`config.mk`:
```
export PLATFORM = sky130hd
export DESIGN_NAME = operand_collector
export DESIGN_NICKNAME = d
export VERILOG_FILES = /design/src/rtl/operand_collector_pkg.sv /design/src/rtl/operand_collector_slot_picker.sv /design/src/rtl/operand_collector.sv
export SDC_FILE = /design/constraint.sdc
export NUM_CORES = 1
export LEC_CHECK = 0
export CAP_MARGIN = 0
export CORE_ASPECT_RATIO = 0.9
export CORE_MARGIN = 4
export CORE_UTILIZATION = 34
export DETAILED_ROUTE_END_ITERATION = 7
export HOLD_SLACK_MARGIN = 0.05
export PLACE_DENSITY = 0.58
export SLEW_MARGIN = 20
export SYNTH_ARGS = -nofsm -noshare
export SYNTH_HDL_FRONTEND = slang
export SYNTH_SLANG_ARGS = --single-unit
```
`constraint.sdc`:
```
create_clock -name clk_i -period 4.8 [get_ports clk_i]
set_clock_uncertainty 0.2 [all_clocks]
set_input_delay 0.48 -clock clk_i [delete_from_list [all_inputs] [get_ports clk_i]]
set_output_delay 0.48 -clock clk_i [all_outputs]
set_load 0.01 [all_outputs]
```
`src/rtl/operand_collector_pkg.sv`:
```
// -----------------------------------------------------------------------------
// operand_collector_pkg
// Shared types for the operand collector: default sizing, data/address/tag
// typedefs, the slot-index type and the collector FSM state encoding.
// -----------------------------------------------------------------------------
package operand_collector_pkg;

  localparam int NUM_OPERANDS   = 3;
  localparam int NUM_REGISTERS  = 256;
  localparam int ADDR_WIDTH     = $clog2(NUM_REGISTERS);
  localparam int DATA_WIDTH     = 32;
  localparam int TAG_WIDTH      = 4;
  localparam int SLOT_IDX_WIDTH = (NUM_OPERANDS > 1) ? $clog2(NUM_OPERANDS) : 1;

  typedef logic [ADDR_WIDTH-1:0]     addr_t;
  typedef logic [DATA_WIDTH-1:0]     data_t;
  typedef logic [TAG_WIDTH-1:0]      tag_t;
  typedef logic [SLOT_IDX_WIDTH-1:0] slot_idx_t;

  typedef enum logic [1:0] {
    ST_IDLE     = 2'd0,
    ST_REQUEST  = 2'd1,
    ST_WAIT     = 2'd2,
    ST_DISPATCH = 2'd3
  } state_t;

endpackage

```
`src/rtl/operand_collector_slot_picker.sv`:
```
// -----------------------------------------------------------------------------
// operand_slot_picker
// Combinational lowest-set-bit priority encoder over the pending-slot mask.
// Ports:
//   i_pending  N-bit mask of slots still to be requested
//   o_idx      index of the lowest set bit (0 when none set)
//   o_any      at least one bit of i_pending is set
// -----------------------------------------------------------------------------
module operand_slot_picker #(
  parameter int N    = 3,
  parameter int IdxW = 2
) (
  input  logic [N-1:0]    i_pending,
  output logic [IdxW-1:0] o_idx,
  output logic            o_any
);

  // Scan from the top down so the lowest set bit is the last one written.
  always_comb begin
    o_idx = '0;
    o_any = 1'b0;
    for (int i = N - 1; i >= 0; i--) begin
      if (i_pending[i]) begin
        o_idx = IdxW'(i);
        o_any = 1'b1;
      end
    end
  end

endmodule

```
`src/rtl/operand_collector.sv`:
```
// -----------------------------------------------------------------------------
// operand_collector
// Accepts one instruction with up to NumOperands source addresses, reads each
// needed operand from a register_file_bank (one request at a time, fixed
// one-cycle response latency), then presents tag + operand set for dispatch.
//
// Handshakes: every valid/ready pair transfers on a rising clock edge where
// both are high; a valid source holds its payload stable until that edge.
// The bank response channel has no ready and is always consumed.
//
// Ports:
//   clk_i, rst_i                   clock, async active-high reset
//   instr_*                        instruction input channel (valid/ready)
//   bank_req_*                     bank read request channel (valid/ready)
//   bank_rsp_*                     bank read response (valid only)
//   disp_*                         operand set to execute stage (valid/ready)
//   dbg_state_o                    current FSM state
//
// Build option: OPERAND_COLLECTOR_BACK_TO_BACK_EN lets a new instruction be
// accepted in the same cycle the previous one dispatches.
// -----------------------------------------------------------------------------
module operand_collector
  import operand_collector_pkg::*;
#(
  parameter int  NumOperands  = NUM_OPERANDS,
  parameter int  NumRegisters = NUM_REGISTERS,
  parameter int  DataWidth    = DATA_WIDTH,
  parameter int  TagWidth     = TAG_WIDTH,
  localparam int AddrWidth    = $clog2(NumRegisters),
  localparam int IdxWidth     = (NumOperands > 1) ? $clog2(NumOperands) : 1
) (
  input  logic                             clk_i,
  input  logic                             rst_i,
  input  logic                             instr_valid_i,
  output logic                             instr_ready_o,
  input  logic [TagWidth-1:0]              instr_tag_i,
  input  logic [NumOperands-1:0]           instr_op_needed_i,
  input  logic [NumOperands*AddrWidth-1:0] instr_op_addr_i,
  output logic                             bank_req_valid_o,
  input  logic                             bank_req_ready_i,
  output logic [AddrWidth-1:0]             bank_req_addr_o,
  input  logic                             bank_rsp_valid_i,
  input  logic [AddrWidth-1:0]             bank_rsp_addr_i,
  input  logic [DataWidth-1:0]             bank_rsp_data_i,
  output logic                             disp_valid_o,
  input  logic                             disp_ready_i,
  output logic [TagWidth-1:0]              disp_tag_o,
  output logic [NumOperands*DataWidth-1:0] disp_operands_o,
  output state_t                           dbg_state_o
);

  state_t                                r_state;
  logic [TagWidth-1:0]                   r_tag;
  logic [NumOperands-1:0]                r_needed;
  logic [NumOperands-1:0]                r_requested;
  logic [NumOperands-1:0]                r_received;
  logic [NumOperands-1:0][AddrWidth-1:0] r_addr;
  logic [NumOperands-1:0][DataWidth-1:0] r_ops;
  logic                                  r_inflight_valid;
  logic [IdxWidth-1:0]                   r_inflight_idx;
  logic                                  r_instr_ready;

  logic [NumOperands-1:0] w_pending;
  logic [NumOperands-1:0] w_pick_mask;
  logic [NumOperands-1:0] w_rsp_mask;
  logic [IdxWidth-1:0]    w_pick_idx;
  logic                   w_pick_any;
  logic                   w_req_fire;
  logic                   w_rsp_fire;
  logic                   w_last_req;
  logic                   w_disp_fire;
  logic                   w_accept;

  assign w_pending = r_needed & ~r_requested;

  operand_slot_picker #(
    .N    (NumOperands),
    .IdxW (IdxWidth)
  ) u_picker (
    .i_pending (w_pending),
    .o_idx     (w_pick_idx),
    .o_any     (w_pick_any)
  );

  assign w_pick_mask = NumOperands'(1) << w_pick_idx;
  // The slot being requested now is the last one if nothing else is pending.
  assign w_last_req  = (w_pending & ~w_pick_mask) == '0;

  // Responses are only honoured for a request this instance issued; this is
  // what drops a response that was in flight across a reset.
  assign w_rsp_fire = bank_rsp_valid_i && r_inflight_valid;
  assign w_rsp_mask = w_rsp_fire ? (NumOperands'(1) << r_inflight_idx) : '0;

  assign bank_req_valid_o = (r_state == ST_REQUEST) && w_pick_any;
  // Pending mask only changes on a handshake, so the address is stable
  // while the bank stalls.
  assign bank_req_addr_o  = bank_req_valid_o ? r_addr[w_pick_idx] : '0;
  assign w_req_fire       = bank_req_valid_o && bank_req_ready_i;

  assign disp_valid_o    = (r_state == ST_DISPATCH);
  assign disp_tag_o      = r_tag;
  assign disp_operands_o = r_ops;
  assign w_disp_fire     = disp_valid_o && disp_ready_i;
  assign dbg_state_o     = r_state;

`ifdef OPERAND_COLLECTOR_BACK_TO_BACK_EN
  assign instr_ready_o = r_instr_ready || w_disp_fire;
`else
  assign instr_ready_o = r_instr_ready;
`endif

  assign w_accept = instr_valid_i && instr_ready_o;

  always_ff @(posedge clk_i or posedge rst_i) begin
    if (rst_i) begin
      r_state          <= ST_IDLE;
      r_tag            <= '0;
      r_needed         <= '0;
      r_requested      <= '0;
      r_received       <= '0;
      r_addr           <= '0;
      r_ops            <= '0;
      r_inflight_valid <= 1'b0;
      r_inflight_idx   <= '0;
      r_instr_ready    <= 1'b0;
    end else begin
      // Capture first; a request handshake below may re-arm in-flight.
      if (w_rsp_fire) begin
        r_ops[r_inflight_idx] <= bank_rsp_data_i;
        r_received            <= r_received | w_rsp_mask;
        r_inflight_valid      <= 1'b0;
      end

      unique case (r_state)
        ST_IDLE: r_instr_ready <= 1'b1;
        ST_REQUEST: begin
          if (w_req_fire) begin
            r_requested      <= r_requested | w_pick_mask;
            r_inflight_idx   <= w_pick_idx;
            r_inflight_valid <= 1'b1;
            if (w_last_req) r_state <= ST_WAIT;
          end
        end
        ST_WAIT: begin
          if ((r_received | w_rsp_mask) == r_needed) r_state <= ST_DISPATCH;
        end
        ST_DISPATCH: begin
          if (w_disp_fire) begin
            r_state       <= ST_IDLE;
            r_instr_ready <= 1'b1;
          end
        end
        default: r_state <= ST_IDLE;
      endcase

      // Acceptance overrides the state update (back-to-back from DISPATCH).
      if (w_accept) begin
        r_tag         <= instr_tag_i;
        r_needed      <= instr_op_needed_i;
        r_addr        <= instr_op_addr_i;
        r_ops         <= '0;
        r_requested   <= '0;
        r_received    <= '0;
        r_instr_ready <= 1'b0;
        r_state       <= (|instr_op_needed_i) ? ST_REQUEST : ST_DISPATCH;
      end
    end
  end

`ifndef SYNTHESIS
  // Protocol checks against the bank; suppressed during and just after reset.
  logic                 r_chk_en;
  logic                 r_stalled;
  logic [AddrWidth-1:0] r_stall_addr;

  always_ff @(posedge clk_i or posedge rst_i) begin
    if (rst_i) begin
      r_chk_en     <= 1'b0;
      r_stalled    <= 1'b0;
      r_stall_addr <= '0;
    end else begin
      r_chk_en     <= 1'b1;
      r_stalled    <= bank_req_valid_o && !bank_req_ready_i;
      r_stall_addr <= bank_req_addr_o;
    end
  end

  always @(posedge clk_i) begin
    if (!rst_i && r_chk_en) begin
      assert (!bank_rsp_valid_i || r_inflight_valid)
        else $error("operand_collector: bank response with no request in flight");
      assert (!w_rsp_fire || (bank_rsp_addr_i == r_addr[r_inflight_idx]))
        else $error("operand_collector: bank response address differs from request");
      assert (!(r_stalled && bank_req_valid_o) || (bank_req_addr_o == r_stall_addr))
        else $error("operand_collector: request address changed while stalled");
    end
  end
`endif

endmodule
```
==> metrics.cfg <==
[status]
status=finished clean

[finish]
syn_to_final_growth_pct=43.8
final_cells=1058
layout_commonest_cell=nand2_1
fillerInstances=1552
layout.nets=917
final_cell_mix=nand2_1, clkdlybuf4s50_1, dfrtp_1
fin_util_pct=49.8
drive_above_1_share_pct=5.79
antennaDiodeCount=0

[clock_tree]
cts_setup_buffers=0
ctsResizeCount=0
cts-buffers-inserted=17
cts_tree=built
clock_latency_ps=420
hold_buffers=0
path_clk_slew_ps=60
clk_path_buf_depth=2
cts-root-buf=clkbuf_16
cts_max_level=4
cts_sinks=139

[floorplan]
die_y_um=132
die_w_um=146
rows=45
coreArea_um2=16800
io_pins=190
design.die.area_um2=19300
initial_utilization_pct=34.7

[placement]
hpwl_mm=11.7
portBuffers=181
placedCellCount=1026
place_congestion=0.831

[global_route]
grt_overflow=0
grt_pass1_wl_mm=28.8
antenna_found_initial=0
grt_pass1_vias=5303
grt_usage_pct=18.6
grt_max_degree=65

[critical_path]
critical_path_arrival_ps=2690
critPathCaptureType=output port
crit_fanout=17
worstSetupPathType=reg2out
cpMostUsedCell=nor2_1
path_cells=nor2b_1 > buf_4 > nor2_1 > nand2_1 > nor2_1 > a311oi_1 > clkdlybuf4s50_1
cpPeakStageDelay_ps=590
ff2ff_path_depth=5
crit_path_top_delay_cell=clkdlybuf4s50_1
worstSetupStartpointType=register
critical_path_required_ps=4120

[logic_synthesis]
synth_area_leaders=dfrtp_1, nand2_1, a21oi_1
synth_top_cell_by_area=dfrtp_1
synth-seq-cells=139
syn_inst=667
synthesis.area_um2=5830
ys_seq_area_share_pct=59.6
yosys.area.top_type_share_pct=59.6
synthDistinctLibCells=30
syn-num-nets=750
synth.avg_cell_area_um2=8.75
synth_warnings=0

[timing]
min_period_over_period_pct=70.2
rsz0062_at_grt=false
drv_slew=0
fmaxAchievable_ghz=0.297
worst_slew_pin_slew_ps=865
setup_viol=0
min_period_ps=3370
finalHoldViolCount=0
fin_tns_setup_ps=0
slew_headroom_pct=42.3

[routing]
first_iter_violations=323
drtPass1Iterations=5
postRouteAntennaNets=0
via_per_inst=4.92
routed-via-count=5205
wire_per_inst_um=16.8
wl_mm=17.8
drc=0

[power_and_ir_drop]
p_total_uw=4650
leakage_uw=0.00366
powerDensity_nw_per_um2=554
irDropWorstVdd_mv=0.236

[worst_hold_path]
hold_path_class=reg2reg
hold_path_depth=2

[job]
drv_cap=0

## state kept, by name, indices dropped and copies added, names as in the netlist
register          count
instr_ready_o         1
disp_tag_o            4
r_addr               24
disp_operands_o      96
r_requested           3
r_received            3
r_needed              3
r_inflight_idx        2
dbg_state_o           2
r_inflight_valid      1
## worst max-delay path: cells and delay by family, from the launching register on
family	cells	cell delay [ps]
simple gates	4	790
buf+inv	2	790
flops	1	380
compound gates	1	310
## final timing paths
check,start,to,slack (ps)
worst min register to register,r_addr[5],r_addr[5],270
worst max-delay path,r_needed[1],bank_req_addr_o[1],1430
min in group asynchronous,rst_i,disp_operands_o[92],310
worst min-delay path,r_addr[5],r_addr[5],270
max in group asynchronous,rst_i,disp_operands_o[70],3040
worst max register to register,r_inflight_idx[1],dbg_state_o[1],2350
## layout make-up
class	instances	area, µm²	area share, %
Tap cell	211	264	3.15
Multi-Input combinational cell	477	2170	25.9
Timing Repair Buffer	191	1890	22.5
Sequential cell	139	3480	41.5
Inverter	8	35.0	0.418
Clock inverter	14	123	1.46
Clock buffer	18	429	5.12
## metrics by stage
stage | area (µm²) | hold slack, ps | setup WS (ps)
floorplan | 5830 | 245 | 395
global placement | 7830 | 260 | 1580
detailed placement | 7830 | 262 | 1520
CTS | 8380 | 277 | 1410
global route | 8390 | 294 | 1280
finish | 8390 | 275 | 1430
## logic make-up after synthesis
group | after synthesis | synth area share [%]
AO/OA/AOI/OAI | 123 | 11.7
adder cells (fa/ha/maj) | 6 | 1.29
buffers and inverters | 51 | 3.45
flip-flops | 139 | 59.6
multiplexers | 1 | 0.172
AND/OR/NAND/NOR | 347 | 23.8
## where the power goes
group | internal [µW] | switching [µW] | total, µW
Sequential | 1510 | 224 | 1740
Clock | 712 | 516 | 1230
Combinational | 790 | 890 | 1680
Total | 3020 | 1630 | 4650
## synth_stat cells
master,count
nand2_1,299
dfrtp_1,139
a21oi_1,100
clkbuf_1,36
nor2_1,18
nand3_1,11
a311oi_1,8
inv_1,8
ha_1,6
buf_1,4
o21ai_0,4
a31o_2,3
nand4b_1,3
nor2b_1,3
or3_1,3
a21o_1,2
a31oi_1,2
and4b_1,2
buf_2,2
nand2b_1,2
nor3_1,2
o21a_1,2
a211oi_1,1
a311oi_2,1
and2_1,1
and4bb_2,1
buf_6,1
mux2i_1,1
nand4_1,1
nand4bb_1,1
## per-layer routing
layer  up-vias  GRT usage [%]  routed length, µm
met5         -              0                  0
met4         0           5.80                259
met3        20           5.57               1140
met2       154           29.5               8550
met1      2534           24.8               7840
li1       2497              -                  -
(Power assumes the default switching activity.)
